File: config.mk
export PLATFORM = sky130hd
export DESIGN_NAME = bus_demux3_flat
export DESIGN_NICKNAME = d
export VERILOG_FILES = /design/src/rtl/bus_demux3_pkg.sv /design/src/rtl/bus_demux3_if.sv /design/src/rtl/bus_demux3_decode.sv /design/src/rtl/bus_demux3.sv /design/src/flat_wrapper.sv
export SDC_FILE = /design/constraint.sdc
export NUM_CORES = 1
export LEC_CHECK = 0
export CAP_MARGIN = 20
export CORE_AREA = 2 2 160 162
export CTS_CLUSTER_DIAMETER = 50
export DETAILED_ROUTE_END_ITERATION = 6
export DIE_AREA = 0 0 162 164
export HOLD_SLACK_MARGIN = 0.15
export PLACE_DENSITY_LB_ADDON = 0.15
export SETUP_SLACK_MARGIN = 0.02
export SLEW_MARGIN = 20
export SYNTH_ARGS = -nofsm -noshare
export SYNTH_HDL_FRONTEND = slang
export SYNTH_SLANG_ARGS = --single-unit
File: constraint.sdc
create_clock -name clk -period 3.3 [get_ports clk]
set_input_delay 0.66 -clock clk [delete_from_list [all_inputs] [get_ports clk]]
set_output_delay 0.66 -clock clk [all_outputs]
set_load 0.02 [all_outputs]
File: src/rtl/bus_demux3_pkg.sv
// Shared types and defaults for the three-target request demultiplexer.
// Holds the FSM state encoding, target count and default address map.
// Pure declarations; no logic of its own.
package bus_demux3_pkg;

  typedef enum logic [1:0] {
    IDLE,
    REQ,
    WAIT,
    RESP
  } state_t;

  localparam int NUM_TARGETS = 3;

  // Target 0: data RAM (4 KiB), target 1: UART, target 2: timer.
  localparam logic [31:0] DEFAULT_BASE0 = 32'h0000_0000;
  localparam logic [31:0] DEFAULT_MASK0 = 32'hFFFF_F000;
  localparam logic [31:0] DEFAULT_BASE1 = 32'h1000_0000;
  localparam logic [31:0] DEFAULT_MASK1 = 32'hFFFF_FF00;
  localparam logic [31:0] DEFAULT_BASE2 = 32'h1000_0100;
  localparam logic [31:0] DEFAULT_MASK2 = 32'hFFFF_FF00;

  localparam int DEFAULT_TIMEOUT = 16;

  // A target matches when the masked address equals its base.
  function automatic logic addr_hit(input logic [31:0] addr,
                                    input logic [31:0] base,
                                    input logic [31:0] mask);
    return (addr & mask) == base;
  endfunction

endpackage

File: src/rtl/bus_demux3_if.sv
// Bundle of the initiator request/response channel and the three target channels.
// No latency: wires only.
// Backpressure is carried by req_ready and the per-target tN_ready lines.
interface bus_demux3_if;

  logic        req_valid;
  logic        req_ready;
  logic [31:0] req_addr;
  logic        req_we;
  logic [31:0] req_wdata;
  logic [3:0]  req_be;

  logic        resp_valid;
  logic [31:0] resp_rdata;
  logic        resp_err;

  logic        t0_valid, t0_ready, t0_we, t0_rvalid;
  logic [31:0] t0_addr, t0_wdata, t0_rdata;
  logic [3:0]  t0_be;

  logic        t1_valid, t1_ready, t1_we, t1_rvalid;
  logic [31:0] t1_addr, t1_wdata, t1_rdata;
  logic [3:0]  t1_be;

  logic        t2_valid, t2_ready, t2_we, t2_rvalid;
  logic [31:0] t2_addr, t2_wdata, t2_rdata;
  logic [3:0]  t2_be;

  // Initiator plus target models (the environment around the demux).
  modport master (
    output req_valid, req_addr, req_we, req_wdata, req_be,
    input  req_ready, resp_valid, resp_rdata, resp_err,
    input  t0_valid, t0_addr, t0_wdata, t0_we, t0_be,
    output t0_ready, t0_rvalid, t0_rdata,
    input  t1_valid, t1_addr, t1_wdata, t1_we, t1_be,
    output t1_ready, t1_rvalid, t1_rdata,
    input  t2_valid, t2_addr, t2_wdata, t2_we, t2_be,
    output t2_ready, t2_rvalid, t2_rdata
  );

  // The demux itself.
  modport slave (
    input  req_valid, req_addr, req_we, req_wdata, req_be,
    output req_ready, resp_valid, resp_rdata, resp_err,
    output t0_valid, t0_addr, t0_wdata, t0_we, t0_be,
    input  t0_ready, t0_rvalid, t0_rdata,
    output t1_valid, t1_addr, t1_wdata, t1_we, t1_be,
    input  t1_ready, t1_rvalid, t1_rdata,
    output t2_valid, t2_addr, t2_wdata, t2_we, t2_be,
    input  t2_ready, t2_rvalid, t2_rdata
  );

endinterface

File: src/rtl/bus_demux3_decode.sv
// Address decoder: maps a request address to {hit, target index}, lowest index wins.
// Latency: combinational.
// No flow control.
module bus_addr_decode
  import bus_demux3_pkg::*;
#(
  parameter logic [31:0] BASE0 = DEFAULT_BASE0,
  parameter logic [31:0] MASK0 = DEFAULT_MASK0,
  parameter logic [31:0] BASE1 = DEFAULT_BASE1,
  parameter logic [31:0] MASK1 = DEFAULT_MASK1,
  parameter logic [31:0] BASE2 = DEFAULT_BASE2,
  parameter logic [31:0] MASK2 = DEFAULT_MASK2
) (
  input  logic [31:0] i_addr,
  output logic        o_hit,
  output logic [1:0]  o_idx
);

  logic [NUM_TARGETS-1:0] w_hit;

  assign w_hit[0] = addr_hit(i_addr, BASE0, MASK0);
  assign w_hit[1] = addr_hit(i_addr, BASE1, MASK1);
  assign w_hit[2] = addr_hit(i_addr, BASE2, MASK2);

  // Priority encode overlapping windows: target 0 beats 1 beats 2.
  always_comb begin
    o_hit = |w_hit;
    o_idx = 2'd0;
    if (w_hit[0])      o_idx = 2'd0;
    else if (w_hit[1]) o_idx = 2'd1;
    else if (w_hit[2]) o_idx = 2'd2;
  end

endmodule

File: src/rtl/bus_demux3.sv
// Single-outstanding request demux from one initiator to three targets, with decode-miss and timeout errors.
// Latency: miss 1 cycle, zero-wait target 2 cycles, +1 per target wait cycle, capped at TIMEOUT+1.
// req_ready only in IDLE; the response strobe is never back-pressured.
module bus_demux3
  import bus_demux3_pkg::*;
#(
  parameter logic [31:0] BASE0   = DEFAULT_BASE0,
  parameter logic [31:0] MASK0   = DEFAULT_MASK0,
  parameter logic [31:0] BASE1   = DEFAULT_BASE1,
  parameter logic [31:0] MASK1   = DEFAULT_MASK1,
  parameter logic [31:0] BASE2   = DEFAULT_BASE2,
  parameter logic [31:0] MASK2   = DEFAULT_MASK2,
  parameter int          TIMEOUT = DEFAULT_TIMEOUT
) (
  input  logic       clk,
  input  logic       reset,
  bus_demux3_if.slave bus
);

  localparam int             CW       = $clog2(TIMEOUT + 1);
  localparam logic [CW-1:0]  CNT_MAX  = CW'(TIMEOUT);
  localparam logic [CW-1:0]  CNT_LAST = CW'(TIMEOUT - 1);

  state_t      r_state, w_state_nxt;
  logic [31:0] r_addr, r_wdata, r_rdata;
  logic [3:0]  r_be;
  logic        r_we, r_err;
  logic [1:0]  r_sel;
  logic [CW-1:0] r_cnt;

  logic        w_hit, w_accept, w_timeout, w_done;
  logic [1:0]  w_idx;
  logic        w_sel_ready, w_sel_rvalid;
  logic [31:0] w_sel_rdata;
  logic [NUM_TARGETS-1:0] w_t_ready, w_t_rvalid, w_t_drive;
  logic [31:0] w_t_rdata [NUM_TARGETS];

  bus_addr_decode #(
    .BASE0(BASE0), .MASK0(MASK0),
    .BASE1(BASE1), .MASK1(MASK1),
    .BASE2(BASE2), .MASK2(MASK2)
  ) u_decode (
    .i_addr (bus.req_addr),
    .o_hit  (w_hit),
    .o_idx  (w_idx)
  );

  assign w_t_ready    = {bus.t2_ready, bus.t1_ready, bus.t0_ready};
  assign w_t_rvalid   = {bus.t2_rvalid, bus.t1_rvalid, bus.t0_rvalid};
  assign w_t_rdata[0] = bus.t0_rdata;
  assign w_t_rdata[1] = bus.t1_rdata;
  assign w_t_rdata[2] = bus.t2_rdata;

  // Only the latched target is ever listened to; other targets' strobes are ignored.
  assign w_sel_ready  = w_t_ready[r_sel];
  assign w_sel_rvalid = w_t_rvalid[r_sel];
  assign w_sel_rdata  = w_t_rdata[r_sel];

  assign w_accept  = bus.req_valid && (r_state == IDLE);
  // The cycle in which the counter would reach TIMEOUT ends the transaction, overriding completion.
  assign w_timeout = ((r_state == REQ) || (r_state == WAIT)) && (r_cnt == CNT_LAST);
  assign w_done    = !w_timeout && w_sel_rvalid &&
                     (((r_state == REQ) && w_sel_ready) || (r_state == WAIT));

  // State register; reset aborts any transaction without a response.
  always_ff @(posedge clk or posedge reset) begin
    if (reset) r_state <= IDLE;
    else       r_state <= w_state_nxt;
  end

  // Next-state and target-select decode.
  always_comb begin
    w_state_nxt = r_state;
    w_t_drive   = '0;
    if (r_state == REQ) w_t_drive[r_sel] = 1'b1;
    case (r_state)
      IDLE:    if (w_accept) w_state_nxt = w_hit ? REQ : RESP;
      REQ:     if (w_timeout || w_done) w_state_nxt = RESP;
               else if (w_sel_ready)   w_state_nxt = WAIT;
      WAIT:    if (w_timeout || w_done) w_state_nxt = RESP;
      RESP:    w_state_nxt = IDLE;
      default: w_state_nxt = IDLE;
    endcase
  end

  // Request latch, timeout counter and registered response fields.
  always_ff @(posedge clk or posedge reset) begin
    if (reset) begin
      r_addr  <= '0;
      r_wdata <= '0;
      r_be    <= '0;
      r_we    <= 1'b0;
      r_sel   <= 2'd0;
      r_cnt   <= '0;
      r_rdata <= '0;
      r_err   <= 1'b0;
    end else begin
      if (w_accept) begin
        r_cnt <= '0;
        if (w_hit) begin
          r_addr  <= bus.req_addr;
          r_wdata <= bus.req_wdata;
          r_be    <= bus.req_be;
          r_we    <= bus.req_we;
          r_sel   <= w_idx;
        end else begin
          r_rdata <= '0;
          r_err   <= 1'b1;
        end
      end
      if (((r_state == REQ) || (r_state == WAIT)) && (r_cnt != CNT_MAX))
        r_cnt <= r_cnt + CW'(1);
      if (w_timeout) begin
        r_rdata <= '0;
        r_err   <= 1'b1;
      end else if (w_done) begin
        r_rdata <= r_we ? 32'h0 : w_sel_rdata;
        r_err   <= 1'b0;
      end
    end
  end

  assign bus.req_ready  = (r_state == IDLE);
  assign bus.resp_valid = (r_state == RESP);
  assign bus.resp_rdata = r_rdata;
  assign bus.resp_err   = r_err;

  assign bus.t0_valid = w_t_drive[0];
  assign bus.t0_addr  = w_t_drive[0] ? r_addr  : '0;
  assign bus.t0_wdata = w_t_drive[0] ? r_wdata : '0;
  assign bus.t0_be    = w_t_drive[0] ? r_be    : '0;
  assign bus.t0_we    = w_t_drive[0] & r_we;

  assign bus.t1_valid = w_t_drive[1];
  assign bus.t1_addr  = w_t_drive[1] ? r_addr  : '0;
  assign bus.t1_wdata = w_t_drive[1] ? r_wdata : '0;
  assign bus.t1_be    = w_t_drive[1] ? r_be    : '0;
  assign bus.t1_we    = w_t_drive[1] & r_we;

  assign bus.t2_valid = w_t_drive[2];
  assign bus.t2_addr  = w_t_drive[2] ? r_addr  : '0;
  assign bus.t2_wdata = w_t_drive[2] ? r_wdata : '0;
  assign bus.t2_be    = w_t_drive[2] ? r_be    : '0;
  assign bus.t2_we    = w_t_drive[2] & r_we;

endmodule

File: src/flat_wrapper.sv
// flat-port wrapper written by rule: the top's interface ports become plain ports
module bus_demux3_flat import bus_demux3_pkg::*;
#(
  parameter logic [31:0] BASE0   = DEFAULT_BASE0,
  parameter logic [31:0] MASK0   = DEFAULT_MASK0,
  parameter logic [31:0] BASE1   = DEFAULT_BASE1,
  parameter logic [31:0] MASK1   = DEFAULT_MASK1,
  parameter logic [31:0] BASE2   = DEFAULT_BASE2,
  parameter logic [31:0] MASK2   = DEFAULT_MASK2,
  parameter int          TIMEOUT = DEFAULT_TIMEOUT
)
  (clk, reset, bus_req_valid, bus_req_addr, bus_req_we, bus_req_wdata, bus_req_be, bus_req_ready, bus_resp_valid, bus_resp_rdata, bus_resp_err, bus_t0_valid, bus_t0_addr, bus_t0_wdata, bus_t0_we, bus_t0_be, bus_t0_ready, bus_t0_rvalid, bus_t0_rdata, bus_t1_valid, bus_t1_addr, bus_t1_wdata, bus_t1_we, bus_t1_be, bus_t1_ready, bus_t1_rvalid, bus_t1_rdata, bus_t2_valid, bus_t2_addr, bus_t2_wdata, bus_t2_we, bus_t2_be, bus_t2_ready, bus_t2_rvalid, bus_t2_rdata);
  bus_demux3_if bus_i ();
  input  logic clk;
  input  logic reset;
  input wire logic [$bits(bus_i.req_valid)-1:0] bus_req_valid;
  input wire logic [$bits(bus_i.req_addr)-1:0] bus_req_addr;
  input wire logic [$bits(bus_i.req_we)-1:0] bus_req_we;
  input wire logic [$bits(bus_i.req_wdata)-1:0] bus_req_wdata;
  input wire logic [$bits(bus_i.req_be)-1:0] bus_req_be;
  output wire logic [$bits(bus_i.req_ready)-1:0] bus_req_ready;
  output wire logic [$bits(bus_i.resp_valid)-1:0] bus_resp_valid;
  output wire logic [$bits(bus_i.resp_rdata)-1:0] bus_resp_rdata;
  output wire logic [$bits(bus_i.resp_err)-1:0] bus_resp_err;
  output wire logic [$bits(bus_i.t0_valid)-1:0] bus_t0_valid;
  output wire logic [$bits(bus_i.t0_addr)-1:0] bus_t0_addr;
  output wire logic [$bits(bus_i.t0_wdata)-1:0] bus_t0_wdata;
  output wire logic [$bits(bus_i.t0_we)-1:0] bus_t0_we;
  output wire logic [$bits(bus_i.t0_be)-1:0] bus_t0_be;
  input wire logic [$bits(bus_i.t0_ready)-1:0] bus_t0_ready;
  input wire logic [$bits(bus_i.t0_rvalid)-1:0] bus_t0_rvalid;
  input wire logic [$bits(bus_i.t0_rdata)-1:0] bus_t0_rdata;
  output wire logic [$bits(bus_i.t1_valid)-1:0] bus_t1_valid;
  output wire logic [$bits(bus_i.t1_addr)-1:0] bus_t1_addr;
  output wire logic [$bits(bus_i.t1_wdata)-1:0] bus_t1_wdata;
  output wire logic [$bits(bus_i.t1_we)-1:0] bus_t1_we;
  output wire logic [$bits(bus_i.t1_be)-1:0] bus_t1_be;
  input wire logic [$bits(bus_i.t1_ready)-1:0] bus_t1_ready;
  input wire logic [$bits(bus_i.t1_rvalid)-1:0] bus_t1_rvalid;
  input wire logic [$bits(bus_i.t1_rdata)-1:0] bus_t1_rdata;
  output wire logic [$bits(bus_i.t2_valid)-1:0] bus_t2_valid;
  output wire logic [$bits(bus_i.t2_addr)-1:0] bus_t2_addr;
  output wire logic [$bits(bus_i.t2_wdata)-1:0] bus_t2_wdata;
  output wire logic [$bits(bus_i.t2_we)-1:0] bus_t2_we;
  output wire logic [$bits(bus_i.t2_be)-1:0] bus_t2_be;
  input wire logic [$bits(bus_i.t2_ready)-1:0] bus_t2_ready;
  input wire logic [$bits(bus_i.t2_rvalid)-1:0] bus_t2_rvalid;
  input wire logic [$bits(bus_i.t2_rdata)-1:0] bus_t2_rdata;
  assign bus_i.req_valid = bus_req_valid;
  assign bus_i.req_addr = bus_req_addr;
  assign bus_i.req_we = bus_req_we;
  assign bus_i.req_wdata = bus_req_wdata;
  assign bus_i.req_be = bus_req_be;
  assign bus_req_ready = bus_i.req_ready;
  assign bus_resp_valid = bus_i.resp_valid;
  assign bus_resp_rdata = bus_i.resp_rdata;
  assign bus_resp_err = bus_i.resp_err;
  assign bus_t0_valid = bus_i.t0_valid;
  assign bus_t0_addr = bus_i.t0_addr;
  assign bus_t0_wdata = bus_i.t0_wdata;
  assign bus_t0_we = bus_i.t0_we;
  assign bus_t0_be = bus_i.t0_be;
  assign bus_i.t0_ready = bus_t0_ready;
  assign bus_i.t0_rvalid = bus_t0_rvalid;
  assign bus_i.t0_rdata = bus_t0_rdata;
  assign bus_t1_valid = bus_i.t1_valid;
  assign bus_t1_addr = bus_i.t1_addr;
  assign bus_t1_wdata = bus_i.t1_wdata;
  assign bus_t1_we = bus_i.t1_we;
  assign bus_t1_be = bus_i.t1_be;
  assign bus_i.t1_ready = bus_t1_ready;
  assign bus_i.t1_rvalid = bus_t1_rvalid;
  assign bus_i.t1_rdata = bus_t1_rdata;
  assign bus_t2_valid = bus_i.t2_valid;
  assign bus_t2_addr = bus_i.t2_addr;
  assign bus_t2_wdata = bus_i.t2_wdata;
  assign bus_t2_we = bus_i.t2_we;
  assign bus_t2_be = bus_i.t2_be;
  assign bus_i.t2_ready = bus_t2_ready;
  assign bus_i.t2_rvalid = bus_t2_rvalid;
  assign bus_i.t2_rdata = bus_t2_rdata;
  bus_demux3 #(.BASE0(BASE0), .MASK0(MASK0), .BASE1(BASE1), .MASK1(MASK1), .BASE2(BASE2), .MASK2(MASK2), .TIMEOUT(TIMEOUT)) u_core (.clk(clk), .reset(reset), .bus(bus_i));
endmodule
==> key figures <==
STA
  – Relative slew slack: between 40% and 50%
  – Clock skew: ~0.011 ns
  – Fin crit share: between 90% and 100%
  – Least-Margin Pin Slew: about 0.84 ns
  – Max Fclk: 317 MHz
  – Endpoints failing hold: 0
  – Minimum clock period: ~3.2 ns
  – Final TNS setup: 0 ns
  – RSZ-0062 raised after global routing: yes
  – Final setup viols: 0
  – Slew Limit Fails: 0

Finish
  – Share of layout cells above drive strength 1: between 8 and 9%
  – Final Core Density: 46.0%
  – Most common cell after layout, fill and taps aside: clkdlybuf4s50_1
  – Nets: 1226
  – Commonest non-fill, non-tap cells in the layout: 410 x clkdlybuf4s50_1, 208 x and2_1, 110 x dfrtp_1
  – Area growth from synthesis to layout: 77.7%

Clock network
  – Clock transition at the registers of the reported paths: 0.07 ns
  – Sink Count: ~110
  – Clk_lat worst skew: roughly 0.36 ns
  – CTS buffer count: 9
  – Root Buffer: clkbuf_16
  – CTS tree: built
  – Max Root-Sink Buffers: 2
  – H-tree depth: 3
  – Cts hold-fix bufs: 0

Global routing
  – Initial antenna violation count: 1
  – Vias in the first global route: ~6k
  – First-pass GRT wire length: between 30000 and 40000 µm
  – Largest net degree at the start of global routing: between 70 and 80
  – Total Routing Usage GR: 17.3%
  – GRT Residual Overflow: 0

Logic synthesis
  – Predominant post-synthesis flop cell: dfrtp_1
  – Yosys reg bits: 111
  – Post-synth EDFFs: 0
  – Synth Net Count: between 800 and 900
  – Mapped Area: approximately 6400 µm²
  – Syn Inst Count: ~650
  – Yosys warns: 0
  – Register area share after synthesis: 43.3%
  – Asr flop ratio synth: 100%
  – Mapped Avg Cell Area: about 10 µm²
  – Netlist cell types: between 40 and 50

Flow run
  – MaxCap Viol Count: 0

Drt
  – Highest routed layer: met4
  – Met2 WL post-DR: roughly 12000 µm
  – TritonRoute pass-1 iters: 6
  – 1st-iter DRT viols: 198
  – Drt wl/cell: 17.5 µm
  – WL final: 24200 µm
  – Via density: between 4 and 5
  – Wire length on met1: a little under 10000 µm
  – Via Count: between 6k and 7k
  – Antenna-violating nets left: 0
  – Met3 WL: 1360 µm
  – DRC viols: 0

Hold path
  – Hold WC Path Type: reg -> reg

Outcome
  – Status: completed

Setup path
  – CP startpoint kind: flop
  – Crit-path max cell delay: roughly 0.62 ns
  – CP max FO: 17
  – WP data arrival: 2.49 ns
  – CP max-delay cell: clkdlybuf4s50_1
  – Worst Setup End Kind: output pin
  – WP data required: approximately 2.6 ns
  – CP Buf/Inv Count: 5
  – Dominant delay contributor by cell family on the critical path: buffers and inverters
  – WS Path Type: reg -> out
  – Worst path cell trace: inv_1 -> ha_1 -> inv_1 -> nor3_4 -> buf_12 -> buf_6 -> and2_1 -> clkdlybuf4s50_1
  – Most frequent CP cell: inv_1

Floorplanning
  – Die Width: roughly 160 µm
  – Die height: 164 µm
  – Die Footprint: ~27000 µm²
  – Initial Util: between 20% and 30%
  – Core footprint: approximately 25000 µm²
  – # IOs: around 420
  – FP Rows: 58

Pwr
  – Comb pwr share: 38.1%
  – Cell-internal power: between 3 and 4 mW
  – VDD IR max: about 0.28 mV
  – Pwr/cell area: ~420 nW/µm²
  – Net Sw Frac: around 34%
  – Sequential share of power: between 30% and 40%
  – Leakage Power: roughly 5.0 nW
  – Switching power: approximately 1.6 mW
  – Clock power frac: between 20% and 30%

Place
  – Count of input and output buffers: between 400 and 500
  – RD Place Congestion: roughly 0.76
  – Post-DP HPWL: roughly 18000 µm
## power by group through the flow
stage	clock [mW]	combinational [mW]	sequential [mW]
2_1_floorplan	0	0.697	2.00
3_3_place_gp	0	1.84	1.75
3_5_place_dp	0	1.84	1.76
4_1_cts	1.30	1.86	1.74
5_1_grt	1.36	1.97	1.77
6_report	1.24	1.83	1.73
## state kept, by name, indices dropped and copies added (netlist names)
signal	flops
u_core.r_state	2
u_core.bus.resp_rdata	32
u_core.r_addr	32
u_core.bus.resp_err	1
u_core.r_sel	2
u_core.r_cnt	5
u_core.r_we	1
u_core.r_wdata	32
u_core.r_be	4
## worst paths after layout
kind                                                            start                               endpoint  slack, ns  depth (start not counted)
min in group asynchronous                                       reset         u_core.r_wdata[29]$_DFFE_PP0P_       0.75                          3
worst max-delay path                    u_core.r_state[1]$_DFFE_PP0P_                        bus_t0_addr[29]       0.15                          8
max in group asynchronous                                       reset            u_core.r_sel[1]$_DFFE_PP0P_       1.92                          3
worst min register to register  u_core.bus.resp_rdata[13]$_DFFE_PP0P_  u_core.bus.resp_rdata[13]$_DFFE_PP0P_       0.51                          1
worst min-delay path            u_core.bus.resp_rdata[13]$_DFFE_PP0P_  u_core.bus.resp_rdata[13]$_DFFE_PP0P_       0.51                          1
worst max register to register            u_core.r_sel[1]$_DFFE_PP0P_  u_core.bus.resp_rdata[13]$_DFFE_PP0P_       0.73                          7
## stage by stage
step	setup slack [ns]	hold slack [ns]	instance area, µm²	cells	total power, mW
3_5_place_dp	0.344	0.488	11000	1360	3.61
5_1_grt	-0.000248	0.519	11400	1380	5.10
2_1_floorplan	0.855	0.478	6420	646	2.70
6_report	0.147	0.507	11400	1382	4.81
4_1_cts	0.0901	0.511	11300	1377	4.89
3_3_place_gp	0.417	0.488	11000	1360	3.60
## worst reg2reg max path, delay by kind of cell (launching register included)
family	cells	cell delay [ns]
AOI/OAI and AO/OA	3	0.76
DFF	1	0.43
muxes	1	0.19
and+or+nand+nor	1	0.24
buffers and inverters	2	0.89
## cell families after synthesis
group | after synthesis | share of synthesized area, %
simple gates | 296 | 27.3
xor+xnor | 1 | 0.136
mux | 84 | 14.1
buf+inv | 58 | 4.35
fa+ha+maj | 7 | 1.36
compound gates | 89 | 9.51
flops | 111 | 43.3
## synth_stat cells (2+ instances only)
cell	n	share of area, %
mux2i_1	33	5.1
nor4_1	4	0.39
dfrtp_1	111	43
nand2_1	43	2.5
nand3_1	5	0.39
mux2_1	8	1.4
a21oi_1	2	0.16
ha_1	7	1.4
buf_4	6	0.70
inv_1	10	0.58
and2_1	208	20
nor2_1	3	0.18
and3_1	2	0.19
o21ai_0	43	3.4
buf_6	4	0.70
nor3_1	3	0.23
a22o_1	33	4.5
nor2b_1	20	1.9
mux2_2	43	7.5
buf_2	7	0.55
clkbuf_1	31	1.8
## what timing repair did
action                     CTS  global route
gates cloned                 0             2
gates resized for setup      0            12
setup endpoints to repair    1            69
pin swaps                    1             0
buffers inserted             1             1
## area by class of cell
class / count / area [µm²]
Clock buffer: 10 / 239
Tap cell: 330 / 413
Fill cell: 2419 / 13400
Multi-Input combinational cell: 477 / 3390
Timing Repair Buffer: 436 / 4440
Sequential cell: 111 / 2780
Antenna cell: 2 / 5.00
Inverter: 10 / 41.3
Clock inverter: 6 / 100
## layer usage
| metal | GRT usage [%] | vias to the layer above |
|---|---|---|
| met3 | 3.81 | 37 |
| met4 | 6.68 | 0 |
| met2 | 30.3 | 222 |
| met5 | 0 | - |
| met1 | 20.6 | 2931 |
| li1 | - | 2952 |
Power figures use the tool's default switching activity.
